`config.mk`:
```
export PLATFORM = sky130hd
export DESIGN_NAME = request_dispatcher
export DESIGN_NICKNAME = d
export VERILOG_FILES = /design/src/rtl/request_dispatcher_pkg.sv /design/src/rtl/frame_timer.sv /design/src/rtl/request_dispatcher.sv
export SDC_FILE = /design/constraint.sdc
export NUM_CORES = 1
export LEC_CHECK = 0
export CORE_ASPECT_RATIO = 1.25
export CORE_UTILIZATION = 55
export CTS_BUF_LIST = sky130_fd_sc_hd__clkbuf_8
export DETAILED_ROUTE_END_ITERATION = 7
export PLACE_DENSITY = 0.76
export SLEW_MARGIN = 20
export SYNTH_ARGS = -nofsm -noshare
export SYNTH_HDL_FRONTEND = slang
export SYNTH_SLANG_ARGS = --single-unit
export TNS_END_PERCENT = 1
```
`constraint.sdc`:
```
create_clock -name clock -period 5.8 [get_ports clock]
set_input_delay 0.58 -clock clock [delete_from_list [all_inputs] [get_ports clock]]
set_output_delay 0.58 -clock clock [all_outputs]
set_load 0.02 [all_outputs]
```
`src/rtl/request_dispatcher_pkg.sv`:
```
// Shared state encoding, request/response codes and request-class helpers
// for the sensor command dispatcher.
package request_dispatcher_pkg;

  typedef enum logic [2:0] {
    ST_IDLE,
    ST_WAIT_ADDR,
    ST_DISPATCH,
    ST_WAIT_RESP,
    ST_MONITOR,
    ST_SEND_CODE,
    ST_SEND_DATA
  } state_e;

  localparam logic [7:0] REQ_MON_A     = 8'h03;
  localparam logic [7:0] REQ_MON_B     = 8'h04;
  localparam logic [7:0] REQ_UPD_A     = 8'h05;
  localparam logic [7:0] REQ_UPD_B     = 8'h06;
  localparam logic [7:0] CODE_BAD_ADDR = 8'hED;
  localparam logic [7:0] CODE_TIMEOUT  = 8'hEE;

  function automatic logic is_mon_start(input logic [7:0] r);
    return (r == REQ_MON_A) || (r == REQ_MON_B);
  endfunction

  function automatic logic is_mon_update(input logic [7:0] r);
    return (r == REQ_UPD_A) || (r == REQ_UPD_B);
  endfunction

endpackage

```
`src/rtl/frame_timer.sv`:
```
// Saturating cycle counter: counts while enabled, flags expiry once it
// reaches LIMIT, and holds there until cleared.
module frame_timer #(
  parameter int unsigned LIMIT = 50_000_000
) (
  input  logic clock,
  input  logic reset_n,
  input  logic clear,
  input  logic enable,
  output logic expired
);

  localparam int W = (LIMIT < 1) ? 1 : $clog2(LIMIT + 1);

  logic [W-1:0] count;

  assign expired = (count >= W'(LIMIT));

  always_ff @(posedge clock or negedge reset_n) begin
    if (!reset_n)               count <= '0;
    else if (clear)             count <= '0;
    else if (enable && !expired) count <= count + 1'b1;
  end

endmodule

```
`src/rtl/request_dispatcher.sv`:
```
// UART-side command front-end for the sensor decoder: assembles 2-byte request
// frames, drives the decoder, and returns a 2-byte code/response frame.
module request_dispatcher
  import request_dispatcher_pkg::*;
#(
  parameter int unsigned NUM_DEVICES        = 32,
  parameter int unsigned INTER_BYTE_TIMEOUT = 50_000_000,
  parameter int unsigned RESPONSE_TIMEOUT   = 150_000_000
) (
  input  logic        clock,
  input  logic        reset_n,
  input  logic [7:0]  rx_data,
  input  logic        rx_valid,
  output logic [7:0]  tx_data,
  output logic        tx_valid,
  input  logic        tx_ready,
  output logic        dec_enable,
  output logic [7:0]  dec_request,
  output logic [31:0] dec_device_selector,
  input  logic [7:0]  dec_response,
  input  logic [7:0]  dec_response_code,
  input  logic        dec_finished,
  output logic        busy,
  output logic        rx_overrun
);

  state_e      state, state_nx;
  logic [7:0]  req_q, mon_req_q, code_q, resp_q;
  logic        monitor_q, mon_pend_q, fin_q;
  logic        ib_clear, ib_en, ib_exp, rt_clear, rt_en, rt_exp;
  logic        fin_edge, addr_ok, mon_rx;
  logic        take_b0, take_addr, bad_addr, mon_b0, mon_b1, mon_abort;
  logic        capture, timeout_err, drop, to_idle;
  logic [31:0] onehot;

  assign fin_edge = dec_finished & ~fin_q;
  assign addr_ok  = (32'(rx_data) < NUM_DEVICES);
  assign onehot   = 32'(1) << rx_data[4:0];
  assign busy     = (state != ST_IDLE);
  assign tx_valid = (state == ST_SEND_CODE) || (state == ST_SEND_DATA);
  assign tx_data  = (state == ST_SEND_CODE) ? code_q :
                    (state == ST_SEND_DATA) ? resp_q : 8'h00;

  frame_timer #(.LIMIT(INTER_BYTE_TIMEOUT)) u_ib_timer (
    .clock(clock), .reset_n(reset_n), .clear(ib_clear), .enable(ib_en), .expired(ib_exp)
  );

  frame_timer #(.LIMIT(RESPONSE_TIMEOUT)) u_rt_timer (
    .clock(clock), .reset_n(reset_n), .clear(rt_clear), .enable(rt_en), .expired(rt_exp)
  );

  always_ff @(posedge clock or negedge reset_n) begin
    if (!reset_n) state <= ST_IDLE;
    else          state <= state_nx;
  end

  always_comb begin
    state_nx    = state;
    take_b0     = 1'b0;
    take_addr   = 1'b0;
    bad_addr    = 1'b0;
    mon_b0      = 1'b0;
    mon_b1      = 1'b0;
    mon_abort   = 1'b0;
    capture     = 1'b0;
    timeout_err = 1'b0;
    to_idle     = 1'b0;
    ib_clear    = 1'b0;
    ib_en       = 1'b0;
    rt_clear    = 1'b0;
    rt_en       = 1'b0;
    mon_rx      = (state == ST_MONITOR) || (state == ST_WAIT_RESP && monitor_q);

    case (state)
      ST_IDLE: if (rx_valid) begin
        take_b0  = 1'b1;
        ib_clear = 1'b1;
        state_nx = ST_WAIT_ADDR;
      end
      ST_WAIT_ADDR: begin
        ib_en = 1'b1;
        if (rx_valid) begin
          if (addr_ok) begin
            take_addr = 1'b1;
            state_nx  = ST_DISPATCH;
          end else begin
            bad_addr = 1'b1;
            state_nx = ST_SEND_CODE;
          end
        end else if (ib_exp) begin
          state_nx = ST_IDLE;
        end
      end
      ST_DISPATCH: begin
        rt_clear = 1'b1;
        state_nx = ST_WAIT_RESP;
      end
      ST_WAIT_RESP: begin
        rt_en = ~monitor_q;
        if (fin_edge) begin
          capture  = 1'b1;
          state_nx = ST_SEND_CODE;
        end else if (!monitor_q && rt_exp) begin
          timeout_err = 1'b1;
          state_nx    = ST_SEND_CODE;
        end
      end
      ST_MONITOR: if (fin_edge) begin
        capture  = 1'b1;
        state_nx = ST_SEND_CODE;
      end
      ST_SEND_CODE: if (tx_ready) state_nx = ST_SEND_DATA;
      ST_SEND_DATA: if (tx_ready) begin
        if (monitor_q && !is_mon_update(dec_request)) begin
          state_nx = ST_MONITOR;
        end else begin
          to_idle  = 1'b1;
          state_nx = ST_IDLE;
        end
      end
      default: state_nx = ST_IDLE;
    endcase

    // Monitor-mode frames run alongside the response wait; a completion edge
    // takes priority over any byte arriving in the same cycle.
    if (mon_rx) begin
      ib_en = mon_pend_q;
      if (rx_valid && !fin_edge) begin
        if (!mon_pend_q) begin
          mon_b0   = 1'b1;
          ib_clear = 1'b1;
        end else begin
          mon_b1 = 1'b1;
        end
      end else if (mon_pend_q && ib_exp) begin
        mon_abort = 1'b1;
      end
    end
  end

  assign drop = rx_valid && !(state == ST_IDLE || state == ST_WAIT_ADDR ||
                              (mon_rx && !fin_edge));

  always_ff @(posedge clock or negedge reset_n) begin
    if (!reset_n) begin
      fin_q               <= 1'b0;
      req_q               <= '0;
      mon_req_q           <= '0;
      code_q              <= '0;
      resp_q              <= '0;
      monitor_q           <= 1'b0;
      mon_pend_q          <= 1'b0;
      dec_enable          <= 1'b0;
      dec_request         <= '0;
      dec_device_selector <= '0;
      rx_overrun          <= 1'b0;
    end else begin
      fin_q <= dec_finished;
      if (take_b0) begin
        req_q      <= rx_data;
        rx_overrun <= 1'b0;
      end
      if (mon_b0) begin
        mon_req_q  <= rx_data;
        mon_pend_q <= 1'b1;
        rx_overrun <= 1'b0;
      end
      if (mon_b1) begin
        mon_pend_q <= 1'b0;
        if (is_mon_update(mon_req_q) && addr_ok) begin
          dec_request         <= mon_req_q;
          dec_device_selector <= onehot;
        end
      end
      if (mon_abort) mon_pend_q <= 1'b0;
      if (take_addr) begin
        dec_request         <= req_q;
        dec_device_selector <= onehot;
      end
      if (bad_addr) begin
        code_q <= CODE_BAD_ADDR;
        resp_q <= CODE_BAD_ADDR;
      end
      if (state == ST_DISPATCH) begin
        dec_enable <= 1'b1;
        monitor_q  <= is_mon_start(req_q);
      end
      // In monitor mode the decoder stays enabled across reports.
      if (capture) begin
        code_q     <= dec_response_code;
        resp_q     <= dec_response;
        mon_pend_q <= 1'b0;
        if (!monitor_q) dec_enable <= 1'b0;
      end
      if (timeout_err) begin
        code_q     <= CODE_TIMEOUT;
        resp_q     <= CODE_TIMEOUT;
        dec_enable <= 1'b0;
      end
      if (to_idle) begin
        monitor_q  <= 1'b0;
        dec_enable <= 1'b0;
      end
      if (drop) rx_overrun <= 1'b1;
    end
  end

endmodule

```
==> key figures <==
Status
  • Status: complete, no violations

STA
  • Final hold violations: 0
  • Tmin final: 3590 ps
  • Slew margin rel.: 30.0%
  • Setup tns final: 0 ps
  • Pins Over Slew Limit: 0
  • Post-Route Skew: 15.1 ps
  • Final worst-path cycle share: 61.8%
  • RSZ-0062 raised after global routing: no
  • Pin slew with the least headroom to its limit: 1040 ps
  • Endpoints failing setup: 0
  • F_max: 279 MHz

Synthesis
  • Mapped Cells: 664
  • Largest area contributor in the netlist: dfrtp_1
  • Yosys top cell area share: 49.9%
  • Netlist cell types: 75
  • Top_reg_cell synth: dfrtp_1
  • Synth async-reset ratio: 100%
  • Register bit count reported by yosys: 134
  • Sequential-to-total area share from yosys stat: 49.9%
  • Mapped Nets: 697
  • Mapped cell area: 6710 sq um
  • Synth area leaders: dfrtp_1, nand2_1, xnor2_1
  • Commonest cells post-synth: dfrtp_1, nand2_1, nor2_1, o31ai_1, xnor2_1
  • Post-synth EDFFs: 0
  • Syn_area_per_cell: 10.1 sq um
  • Cell with the most instances after synthesis: dfrtp_1
  • Synth warn: 0

Clock network
  • Resized Gates After CTS: 0
  • Clock transition at path regs: 90 ps
  • Hold Buf Count CTS: 0
  • H-tree depth: 4
  • CTS Root Cell: clkbuf_8
  • Postcts setup bufs: 0
  • Worst skew pair latency: 460 ps
  • Total CTS buffers: 17
  • Max Root-Sink Buffers: 2
  • CTS tree: done
  • Clk sinks: 134

Routing
  • DR WL/cell: 17.4 um
  • DR vias: 5438
  • Vias per cell: 6.02
  • Number of DRC markers in iteration 0: 356
  • ANT nets after route: 0
  • Initial DRT Pass Iterations: 5
  • Drt total wl: 15800 um
  • DRC: 0

Global route
  • GRT overflow: 0
  • Pin count of the biggest net entering global routing: 77
  • Vias in the first global route: 5526
  • Antenna violations before repair: 0
  • First-pass GRT wire length: 26400 um
  • All-layer global routing usage: 26.6%

Power
  • P per Cell Area: 364 nW/um^2
  • Int Power: 1.91 mW
  • Maximum vdd drop: 0.258 mV
  • Switching power: 1000 uW
  • Switching share of power: 34.3%
  • Sequential fraction of design power: 43.7%
  • Clock power share: 27.8%
  • Power Total: 2.91 mW
  • Comb power frac: 28.5%
  • LEAKAGE: 3.23 nW

Worst setup path
  • Path depth of the worst reg2reg path: 6
  • Worst path arrival time: 3010 ps
  • Critical Path Start Type: flip-flop
  • Critical Path RT: 5220 ps
  • CP Class: reg2out
  • Crit Path Max Fanout: 15
  • Crit. End Element: primary output

Place
  • DP HPWL: 10800 um
  • Placer Congestion: 0.827
  • Placed cells: 872
  • IO buf count: 80

Floorplan
  • DIE HEIGHT: 126 um
  • Core area: 11800 sq um
  • Top-Level Pins: 81
  • Die Footprint: 12700 sq um
  • Num rows: 44
  • Chip width: 101 um
  • Starting density of the core: 57.0%

Worst hold path
  • Worst hold path type: in2async

Run
  • Max Cap Violations: 0

Final layout
  • Final nets: 763
  • Non-filler instance count after layout: 904
  • Proportion of layout cells with a drive suffix above 1: 11.3%
  • Area Overhead vs Synth: 19.1%
  • FILL cells: 980
  • Inserted Diodes: 0
==> cells in the final DEF, fill, tap and decap left out, types with 16 or more instances in the layout <==
cell type        Yosys  final
dfrtp_1            134    134
clkdlybuf4s50_1      0     79
nand2_1             78     78
nor2_1              50     50
o31ai_1             36     35
xnor2_1             31     31
nor3_1              21     20
nor4_1              19     19
o21ai_0             18     18
nand3_1             18     18
clkbuf_8             2     17
nand4_1             16     16
a21oi_1             16     16
mux2_2              16     16
==> power groups by stage <==
stage	clock (mW)	sequential [mW]	combinational [mW]
2_1_floorplan	0	1.25	0.562
3_3_place_gp	0	1.28	0.804
3_5_place_dp	0	1.29	0.830
4_1_cts	0.823	1.27	0.835
5_1_grt	0.861	1.30	0.904
6_report	0.810	1.27	0.831
==> worst max-delay path: stages (launching register included) <==
cell and delay (ps):
dfrtp_1 610, clkinv_1 320, nor2_1 660, a22oi_1 150, nor2b_1 190, clkdlybuf4s50_1 630
==> area by class of cell <==
| class | count | area [sq um] | share of cell area (%) |
|---|---|---|---|
| Clock buffer | 17 | 234 | 2.93 |
| Clock inverter | 15 | 180 | 2.25 |
| Inverter | 13 | 48.8 | 0.610 |
| Multi-Input combinational cell | 478 | 3140 | 39.2 |
| Sequential cell | 134 | 3350 | 41.9 |
| Tap cell | 161 | 201 | 2.52 |
| Timing Repair Buffer | 86 | 843 | 10.5 |
==> metrics by stage <==
stage / instance area [sq um] / utilization [%] / hold slack (ps) / setup slack (ps)
4_1_cts: 8000 / 67.9 / 198 / 2230
6_report: 8000 / 67.9 / 168 / 2210
3_5_place_dp: 7580 / 64.4 / 465 / 2720
2_1_floorplan: 6710 / - / 284 / 3380
3_3_place_gp: 7580 / 64.4 / 464 / 2790
5_1_grt: 8000 / 67.9 / 238 / 2010
==> path summary, 6_finish.rpt <==
path                                          from                      end  slack [ps]
setup reg to reg              u_rt_timer.count[18]     u_rt_timer.count[13]        2640
hold / removal                             reset_n     u_rt_timer.count[13]         170
min in group clock         dec_device_selector[21]  dec_device_selector[21]         480
setup / recovery                          state[0]               tx_data[0]        2210
max in group asynchronous                  reset_n  dec_device_selector[17]        4170
hold reg to reg            dec_device_selector[21]  dec_device_selector[21]         480
==> state kept, by name (all words and copies together), names as in the netlist <==
name                 flops
u_ib_timer.count        26
req_q                    8
mon_req_q                8
resp_q                   8
monitor_q                1
u_rt_timer.count        28
rx_overrun               1
code_q                   8
dec_request              8
state                    3
fin_q                    1
dec_enable               1
mon_pend_q               1
dec_device_selector     32
==> per-layer routing <==
metal,vias to the layer above,wire length [um],track usage [%]
met5,-,0,0
met4,0,285,10.5
met3,25,615,5.37
met2,145,8040,45.0
met1,2690,6800,33.2
li1,2578,-,-
==> cell families after synthesis <==
| family | Yosys count | synth area share [%] |
|---|---|---|
| buffers and inverters | 52 | 3.69 |
| adder cells (fa/ha/maj) | 4 | 0.745 |
| AO/OA/AOI/OAI | 137 | 15.3 |
| flip-flops | 134 | 49.9 |
| multiplexers | 25 | 4.03 |
| XOR/XNOR | 32 | 4.17 |
| AND/OR/NAND/NOR | 280 | 22.1 |
No activity file was read; power rests on OpenSTA's default activity.
==> RTL change 1, RTL diff (same settings) <==
Encoding of `state_e`: now one-hot (7 bits for 7 states).
--- a/src/rtl/request_dispatcher_pkg.sv
+++ b/src/rtl/request_dispatcher_pkg.sv
@@ -3,12 +3,12 @@
 package request_dispatcher_pkg;
 
-  typedef enum logic [2:0] {
-    ST_IDLE,
-    ST_WAIT_ADDR,
-    ST_DISPATCH,
-    ST_WAIT_RESP,
-    ST_MONITOR,
-    ST_SEND_CODE,
-    ST_SEND_DATA
+  typedef enum logic [6:0] {
+    ST_IDLE      = 7'b0000001,
+    ST_WAIT_ADDR = 7'b0000010,
+    ST_DISPATCH  = 7'b0000100,
+    ST_WAIT_RESP = 7'b0001000,
+    ST_MONITOR   = 7'b0010000,
+    ST_SEND_CODE = 7'b0100000,
+    ST_SEND_DATA = 7'b1000000
   } state_e;
 
Check against the original RTL: same outputs for any inputs over 10 cycles, from zero or initial values and one cycle with reset_n low; not proved beyond that.
==> RTL change 1 against the unedited design <==
Synthesized area is 4.7% higher; critical path depth stayed put; cell area is 3.3% higher; setup slack better by 280 ps; sequential cell count is 4 higher; power is 14% lower; sequential power is 5% lower; wire length is 0.96% higher; largest cell class unchanged; highest routed layer unchanged.
==> RTL change 1: results (changes against the unedited design) <==
- Compound-Gate Fraction of Synth Area: 14.0% (-1.3 points)
- Fin cells: 927 (+2.5%)
- Routed WL: 15900 um (+0.96%)
- Leakage power total: 0.00340 uW (+5.3%)
- Largest net degree at the start of global routing: 72 (-6.5%)
- Synth Area in XOR/XNOR: 2.37% (-1.8 points)
- Fmax: 303 MHz (+8.6%)
- Routed via count: 5631 (+3.5%)
- Run status: completed
- Worst r2r src: u_ib_timer.count[8]
- Reg2reg end: u_ib_timer.count[23]
- Max Buffers Root-to-Sink: 2 (unchanged)
- Vias in the first global route: 5537 (+0.20%)
- FF-to-FF path depth: 7 (+1)
- Post-Syn Area per Cell: 10.3 um2 (+1.9%)
- Max Fanout on Critical Path: 9 (-6)
- Top cells by area, synth: dfrtp_1, mux2_2, nor2_1
- Pre-CTS setup slack: 2650 ps (-70.5 ps)
- Root Driver: clkbuf_8
- NumNets Final: 783 (+2.6%)
- Adder-cell share of the synthesized area: 0.855% (+0.11 points)
- Post-synth net total: 715 (+2.6%)
- Hold Crit Class: primary input to async pin
- Mux cell area share after synthesis: 8.26% (+4.2 points)
- List of most frequent post-synthesis cells: dfrtp_1, nor2_1, mux2_2, a21oi_1, nand2_1
- Clk_skew: 12.8 ps (-2.23 ps)
- CP Data Arrival Time: 2720 ps (-290 ps)
- Synth cell types: 70 (-6.7%)
- HPWL after DPL: 11000 um (+1.3%)
- Layout cells sized above 1: 14.0% (+2.7 points)
- GRT Util Overall: 25.8% (-0.82 points)
- Worst Tran Pin Value: 1060 ps (+10.8 ps)
- Worst-Skew Late Latency: 440 ps (-20 ps)
- Placed instance area: 7900 um2 (+4.1%)
- Routability-driven placement congestion ratio: 0.834 (+0.83%)
- CP endpoint: tx_data[3]
- Placed insts: 895 (+2.6%)
- First-pass GRT wire length: 26700 um (+1.1%)
RTL change 1: cell types whose count changed in the layout (fill, tap and decap cells not counted), sizes merged, moves of 12 or more:
cell   before  now
nand2      80   33
mux2       16   48
nor2       50   74
o31ai      36   13
a21oi      16   38
xnor2      31   15
nand3      19   34
inv        13   25
RTL change 1: worst min path at each step:
stage          startpoint                     end  slack (ps)  cells after the start
2_1_floorplan     reset_n               code_q[0]         280                      0
4_1_cts           reset_n  dec_device_selector[9]         170                      1
5_1_grt           reset_n    u_rt_timer.count[15]         190                      1
3_5_place_dp    code_q[6]               code_q[6]         480                      1
3_3_place_gp    code_q[3]               code_q[3]         470                      1
6_report          reset_n    u_rt_timer.count[13]         150                      1
RTL change 1: area by class of cell:
cell class | instances | area [um2]
Tap cell | 164 | 205
Fill cell | 983 | 4010
Inverter | 15 | 56.3
Timing Repair Buffer | 83 | 825
Clock inverter | 15 | 133
Clock buffer | 17 | 234
Sequential cell | 138 | 3450
Multi-Input combinational cell | 495 | 3360
RTL change 1: where the power goes:
| part | switching, uW | internal, uW |
|---|---|---|
| clock network | 416 | 314 |
| registers | 117 | 1100 |
| logic | 314 | 258 |
RTL change 1: cell families after synthesis:
group                      after synthesis
muxes                                   52
AOI/OAI and AO/OA                      144
DFF                                    138
adders and majority gates                5
buffers and inverters                   49
xor gates and xnor gates                19
and+or+nand+nor                        275
RTL change 1: per-layer routing:
metal / part of all wire (%) / global-route usage (%)
met1: 44 / 33.6
met2: 51 / 42.4
met3: 4.8 / 6.08
met4: 0.77 / 8.20
met5: 0 / 0
RTL change 1: critical path, stage by stage (launching register included):
cell and delay [ps]:
dfrtp_1 470, nor3_1 270, nand2_1 170, nor2_1 550
a22o_1 230, clkdlybuf4s50_1 600
==> RTL change 2, RTL diff (same flow settings) <==
Made on the original files. The parameter `RESPONSE_TIMEOUT` goes from 150_000_000 to 300_000_000.
--- a/src/rtl/request_dispatcher.sv
+++ b/src/rtl/request_dispatcher.sv
@@ -6,5 +6,5 @@
   parameter int unsigned NUM_DEVICES        = 32,
   parameter int unsigned INTER_BYTE_TIMEOUT = 50_000_000,
-  parameter int unsigned RESPONSE_TIMEOUT   = 150_000_000
+  parameter int unsigned RESPONSE_TIMEOUT   = 300_000_000
 ) (
   input  logic        clock,
Formal check against the unedited RTL: no difference found for any inputs over 10 cycles, from zero or initial values and one cycle with reset_n low; that may be too few to reach the edited logic, so the function may still have changed.
==> RTL change 2 against the unedited design <==
Sequential cell count rose by 1; power rose by 4.2%; synthesized area fell by 0.69%; global-route usage fell by 1.1 points; cell area fell by 0.19%; clock power rose by 4.9%; setup slack improved by 190 ps; non-clock buffer count fell by 3; wire length fell by 4.5%; critical path type unchanged; largest cell class unchanged; highest routed layer unchanged.
==> RTL change 2: results (changes against the unedited design) <==
- Run status: completed
- Register area share after synthesis: 50.7% (+0.72 points)
- Met2 usage: 40.7% (-4.2 points)
- Routed WL: 15000 um (-4.5%)
- First-pass GRT wire length: 25200 um (-4.6%)
- Drt pass-1 iters: 5 (unchanged)
- Met1 Usage GRT: 33.7% (+0.57 points)
- Synth cell types: 71 (-5.3%)
- Initial DRC count: 304 (-15%)
- Post-Syn Area per Cell: 10.2 um2 (+0.83%)
- Placed instance area: 7530 um2 (-0.73%)
- Worst r2r src: state[2]
- Slowest CP cell: dfrtp_1
- Leakage power total: 0.00330 uW (+2.4%)
- Biggest regs: dec_device_selector (32), u_rt_timer.count (29), u_ib_timer.count (26)
- Max Fanout on Critical Path: 23 (+8)
- GRT Util Overall: 25.5% (-1.1 points)
- DR WL met3: 484 um (-21%)
- Placed insts: 860 (-1.4%)
- Met1 WL: 6580 um (-3.3%)
- HPWL after DPL: 10000 um (-7.3%)
- Fmax: 295 MHz (+5.7%)
- Routed via count: 5262 (-3.2%)
- Top cells by area, synth: dfrtp_1, xor2_1, nand2_1
- Relative slew slack: 26.3% (-3.7 points)
- Pre-CTS setup slack: 2660 ps (-66.9 ps)
- Top Family by Delay on Critical Path: flip-flops
- Largest net degree at the start of global routing: 87 (+13%)
- List of most frequent post-synthesis cells: dfrtp_1, nand2_1, nor2_1, o31ai_1, xor2_1
- Routability-driven placement congestion ratio: 0.864 (+4.4%)
- NumNets Final: 751 (-1.6%)
- Net switching fraction of the power: 33.7% (-0.63 points)
- Reg2reg end: u_ib_timer.count[23]
- Max incr delay on CP: 770 ps (+110 ps)
- Max VDD drop: 0.000277 V (+7.5%)
- WL per Instance: 16.9 um (-3.2%)
- Mux cell area share after synthesis: 3.30% (-0.72 points)
- TritonCTS Buffers: 17 (unchanged)
- Post-synth net total: 687 (-1.4%)
- Compound-Gate Fraction of Synth Area: 14.2% (-1.1 points)
- R2R setup slack: 2850 ps (+210 ps)
- DR WL met2: 7600 um (-5.5%)
- Clk_skew: 9.74 ps (-5.32 ps)
- Reg clk slew, reported paths: 70 ps (-20 ps)
- M3 GR Usage: 5.09% (-0.28 points)
- Adder-cell share of the synthesized area: 0.751% (+0.0052 points)
- CP Launch Point: state[1]
RTL change 2: power groups by stage:
stage               Sequential, uW  Clock (uW)  Combinational (uW)
finish                        1300         850                 886
global route                  1330         901                 964
CTS                           1290         864                 887
detailed placement            1310           0                 880
global placement              1300           0                 853
floorplan                     1270           0                 597
RTL change 2: worst max path at each step:
stage,end,depth (start not counted)
floorplan,tx_data[0],5
detailed placement,u_ib_timer.count[23],6
global route,tx_data[4],4
global placement,u_ib_timer.count[23],6
CTS,tx_data[4],4
finish,tx_data[4],4
RTL change 2: per-stage QoR:
step | util (%) | hold slack, ps
6_report | 68.1 | 177
5_1_grt | 68.1 | 244
4_1_cts | 68.0 | 345
3_5_place_dp | 64.2 | 465
3_3_place_gp | 64.2 | 465
2_1_floorplan | - | 284
RTL change 2: final cells by class:
type	instances	area, um2
clock buffer	19	262
clock inverter	13	178
fill	923	3740
inverter	8	30.0
multi-input combinational	473	3110
sequential	135	3380
tap	161	201
timing repair buffer	83	825
